[src/rtl/mp_cache_tag_array_gen2.sv]
// Dual-port tag array with masked writes, optional cross-port forwarding and
// a self-clearing init sweep entered from reset or flush.
module mp_cache_tag_array_gen2 #(
  parameter int unsigned DATA_WIDTH = 26,
  parameter int unsigned ADDR_WIDTH = 4,
  parameter int unsigned FWD        = 1,
  parameter logic [DATA_WIDTH-1:0] INIT_VAL = '0
) (
  input  logic                  clk,
  input  logic                  rst_n,
  input  logic                  flush,
  output logic                  busy,
  input  logic                  csb0,
  input  logic                  web0,
  input  logic [ADDR_WIDTH-1:0] addr0,
  input  logic [DATA_WIDTH-1:0] din0,
  input  logic [DATA_WIDTH-1:0] wmask0,
  output logic [DATA_WIDTH-1:0] dout0,
  output logic                  rvalid0,
  input  logic                  csb1,
  input  logic                  web1,
  input  logic [ADDR_WIDTH-1:0] addr1,
  input  logic [DATA_WIDTH-1:0] din1,
  input  logic [DATA_WIDTH-1:0] wmask1,
  output logic [DATA_WIDTH-1:0] dout1,
  output logic                  rvalid1
);

  localparam int unsigned RAM_DEPTH = 2 ** ADDR_WIDTH;
  localparam logic [0:0]  S_INIT    = 1'b0;
  localparam logic [0:0]  S_IDLE    = 1'b1;

  logic [DATA_WIDTH-1:0] mem [RAM_DEPTH];

  logic [0:0]            state, state_nxt;
  logic [ADDR_WIDTH-1:0] cnt, cnt_nxt;
  logic                  busy_nxt, rvalid0_nxt, rvalid1_nxt;
  logic [DATA_WIDTH-1:0] dout0_nxt, dout1_nxt;

  logic                  idle, wr0, rd0, wr1, rd1, same_addr;
  logic [DATA_WIDTH-1:0] w0, w1, base0;

  // Port decode; accesses only exist while the sweep is not running
  assign idle      = (state == S_IDLE);
  assign wr0       = idle && !csb0 && !web0;
  assign rd0       = idle && !csb0 &&  web0;
  assign wr1       = idle && !csb1 && !web1;
  assign rd1       = idle && !csb1 &&  web1;
  assign same_addr = (addr0 == addr1);

  // Port 1 merges first so that port 0 wins on overlapping mask bits
  assign w1    = (mem[addr1] & ~wmask1) | (din1 & wmask1);
  assign base0 = (wr1 && same_addr) ? w1 : mem[addr0];
  assign w0    = (base0 & ~wmask0) | (din0 & wmask0);

  // Next-state and registered-output logic
  always_comb begin
    state_nxt   = state;
    cnt_nxt     = cnt;
    busy_nxt    = 1'b1;
    rvalid0_nxt = 1'b0;
    rvalid1_nxt = 1'b0;
    dout0_nxt   = dout0;
    dout1_nxt   = dout1;

    case (state)
      S_INIT: begin
        cnt_nxt = cnt + ADDR_WIDTH'(1);
        if (&cnt) state_nxt = S_IDLE;
      end
      default: begin
        if (flush) begin
          state_nxt = S_INIT;
          cnt_nxt   = '0;
        end
      end
    endcase

    busy_nxt = (state_nxt == S_INIT);

    if (rd0) begin
      rvalid0_nxt = 1'b1;
      dout0_nxt   = ((FWD != 0) && wr1 && same_addr) ? w1 : mem[addr0];
    end
    // When port 1 reads, port 1 is not writing, so w0 is old word merged with din0
    if (rd1) begin
      rvalid1_nxt = 1'b1;
      dout1_nxt   = ((FWD != 0) && wr0 && same_addr) ? w0 : mem[addr1];
    end
  end

  // Control and output registers
  always_ff @(posedge clk or negedge rst_n) begin
    if (!rst_n) begin
      state   <= S_INIT;
      cnt     <= '0;
      busy    <= 1'b1;
      rvalid0 <= 1'b0;
      rvalid1 <= 1'b0;
      dout0   <= '0;
      dout1   <= '0;
    end else begin
      state   <= state_nxt;
      cnt     <= cnt_nxt;
      busy    <= busy_nxt;
      rvalid0 <= rvalid0_nxt;
      rvalid1 <= rvalid1_nxt;
      dout0   <= dout0_nxt;
      dout1   <= dout1_nxt;
    end
  end

  // Storage has no reset; the sweep owns it while in INIT
  always_ff @(posedge clk) begin
    if (state == S_INIT) begin
      mem[cnt] <= INIT_VAL;
    end else begin
      if (wr1) mem[addr1] <= w1;
      if (wr0) mem[addr0] <= w0;
    end
  end

endmodule

[config.mk]
export PLATFORM = sky130hd
export DESIGN_NAME = mp_cache_tag_array_gen2
export DESIGN_NICKNAME = d
export VERILOG_FILES = /design/src/rtl/mp_cache_tag_array_gen2.sv
export SDC_FILE = /design/constraint.sdc
export NUM_CORES = 1
export LEC_CHECK = 0
export BUFFER_PORTS_ARGS = -buffer_cell sky130_fd_sc_hd__buf_2
export CAP_MARGIN = 10
export CORE_ASPECT_RATIO = 0.9
export CORE_MARGIN = 5
export CORE_UTILIZATION = 36
export CTS_CLUSTER_DIAMETER = 150
export DETAILED_ROUTE_END_ITERATION = 10
export GPL_TIMING_DRIVEN = 0
export PLACE_DENSITY = 0.53
export REMOVE_ABC_BUFFERS = 1
export SYNTH_ARGS = -nofsm -noshare
export SYNTH_HDL_FRONTEND = slang
export SYNTH_SLANG_ARGS = --single-unit
[constraint.sdc]
create_clock -name clk -period 8.1 [get_ports clk]
set_input_delay 0.405 -clock clk [delete_from_list [all_inputs] [get_ports clk]]
set_output_delay 0.405 -clock clk [all_outputs]
set_load 0.005 [all_outputs]
==> impl_metrics.py <==
metrics = {
    "worst_setup_path": {
        "critPathRequiredTime_ns": 8.40,
        "slowest_stage": "nor4_1",
        "worstPathArrival_ns": 4.70,
        "cpPeakStageDelay_ns": 0.70,
        "endpoint_kind": "register",
        "critPathBufInv": 4,
        "path_max_fanout": 79,
        "critPathKind": "in -> reg",
        "start_kind": "input port",
        "cp_common_cell": "buf_16",
        "crit_chain": "buf_8 -> buf_16 -> buf_16 -> xor2_1 -> nor4_1 -> and2_2 -> buf_12 -> o31ai_1 -> a21oi_2 -> mux2i_1",
        "path_delay_family": "buffers and inverters",
    },
    "power_and_ir_drop": {
        "power.density_mw_per_mm2": 244.5,
        "ir_drop_mv": 0.1724,
        "power_leakage_nw": 13.30,
    },
    "synthesis": {
        "async_flop_share": 0.1261,
        "synth_cells": 2123,
        "syn_avg_cell_area_sq_um": 13.35,
        "ys_seq_elements": 476,
        "ys_warn_count": 0,
        "ys_seq_area_frac": 0.4937,
        "synth_edf_count": 416,
        "synth.distinct_cells": 49,
        "syn_area_sq_mm": 0.02835,
        "synth_ff_type": "edfxtp_1",
    },
    "grt": {
        "antenna_found_initial": 0,
        "grt_pass1_vias": 20464,
        "overflow": 0,
        "grt_max_degree": 80,
        "track_usage": 0.2281,
        "grt_pass1_wl_mm": 143.7,
    },
    "placed_design": {
        "placedCellCount": 3190,
        "dp.final_hpwl_mm": 64.40,
        "place_area_sq_mm": 0.03112,
        "port_buffers": 173,
        "place_congestion": 0.7479,
    },
    "sta": {
        "finalSetupViolCount": 0,
        "finClkSkew_ns": 0.01615,
        "drv_slew": 0,
        "finalHoldViolations": 0,
        "slew_headroom": 0.2418,
        "min_period_ns": 4.392,
        "fin_crit_sh": 0.5423,
        "fmax_mhz": 227.7,
        "tightest_slew_ns": 1.130,
        "rsz0062_at_grt": "false",
    },
    "die": {
        "ios": 174,
        "dieArea_sq_mm": 0.08446,
        "core_sq_mm": 0.07792,
        "die_x_um": 305.8,
        "start_util": 0.3638,
        "die_h_um": 276.2,
        "row_count": 97,
    },
    "clock_tree": {
        "cts_tree": "yes",
        "clock_latency_ns": 0.62,
        "post_cts_resize_count": 0,
        "post_cts_buffers": 0,
        "cts_sinks": 476,
        "clockBufferDepth": 3,
        "clkTransAtPathRegs_ns": 0.06,
        "numCtsBuffers": 55,
        "htree_num_levels": 2,
        "root_buffer": "clkbuf_16",
        "hold_buffers": 2,
    },
    "route": {
        "wl_per_cell_um": 30.44,
        "drtIter0Drc": 1760,
        "drc_errors": 0,
        "ant_nets": 0,
        "dr.pass1.iters": 8,
        "viasPerCell": 6.076,
        "num_vias": 20013,
        "wl_mm": 100.3,
    },
    "cells_and_area": {
        "area_delta_synth_final_pct": 15.99,
        "finalCoreUtilization": 0.4220,
        "layout.nets": 2330,
        "layout_common_cells": "mux2i_1, edfxtp_1, nand2_1",
        "fin_area_sq_mm": 0.03288,
        "final_common_cell": "mux2i_1",
        "final_cells": 3294,
        "drive_above_1_share": 0.2281,
    },
    "min_path": {
        "hold_path_class": "in -> async",
    },
    "flow_run": {
        "maxCapViolCount": 0,
    },
    "run_status": {
        "outcome": "complete, no violations",
    },
}
==> through the flow <==
stage	setup TNS (ns)	setup WS (ns)	hold WS, ns	power [mW]
floorplan	0	2.500	0.1094	4.514
global placement	-4600.62	-6.173	0.4581	5.416
detailed placement	0	3.066	0.3275	5.596
CTS	0	3.709	0.2264	8.079
global route	0	3.522	0.2629	8.361
finish	0	3.708	0.2420	8.038
==> registers in the layout (all words and copies together), names as in the netlist <==
name     cells
rvalid1      1
dout1       26
mem        416
busy         1
cnt          4
dout0       26
idle         1
rvalid0      1
==> final timing paths <==
kind | endpoint | slack (ns) | startpoint | depth (start not counted)
worst max-delay path | mem[13][15] | 3.71 | addr1[0] | 10
worst min register to register | dout0[11] | 0.47 | dout0[11] | 2
min in group clk | dout0[3] | 0.27 | din1[3] | 5
worst max register to register | mem[13][15] | 4.26 | idle | 7
worst min-delay path | dout0[10] | 0.24 | rst_n | 2
max in group asynchronous | busy | 7.20 | rst_n | 3
==> report_power, final <==
group / switching (mW) / internal (mW)
sequential: 0.239 / 3.26
clock: 1.05 / 1.43
combinational: 1.27 / 0.784
==> area by class of cell <==
| class | instances | area (sq um) |
|---|---|---|
| fillers | 7172 | 45040 |
| flip-flops and latches | 476 | 13990 |
| multi-input cells | 1421 | 13480 |
| repair buffers | 244 | 2315 |
| clock buffers | 69 | 1471 |
| well taps | 1039 | 1300 |
| clock inverters | 31 | 266.5 |
| inverters | 12 | 45.04 |
| diodes | 2 | 5.005 |
==> cell families (layout without fill, tap and decap cells) <==
| group | Yosys count | in the layout | synth area share |
|---|---|---|---|
| mux | 728 | 728 | 0.3030 |
| flops | 476 | 476 | 0.4937 |
| compound gates | 351 | 351 | 0.1062 |
| simple gates | 335 | 335 | 0.05314 |
| buf+inv | 226 | 356 | 0.04171 |
| xor+xnor | 6 | 6 | 0.001854 |
| fa+ha+maj | 1 | 1 | 0.0004413 |
| other cells | 0 | 2 | 0 |
==> metal layers <==
layer,GRT usage,share of wire,vias up
li1,-,-,8580
met1,0.3352,0.45,10350
met2,0.3505,0.45,931
met3,0.03934,0.080,152
met4,0.06099,0.026,0
met5,0,0,-
==> cells in the mapped netlist, drive strengths merged, types with 17 or more instances <==
cell type	instances	area (sq um)
a22oi	61	457.9
a221oi	50	718.2
mux4	104	2342
clkbuf	79	296.5
edfxtp	416	12490
nand2	183	686.9
mux2i	624	6246
dfrtp	59	1476
nor2	59	221.5
o211ai	29	312.8
o221ai	21	183.9
a22o	52	455.4
nor3	20	100.1
buf	135	840.8
o21ai	61	305.3
a21oi	21	157.6
nand3b	17	127.6
Power figures use the tool's default switching activity.
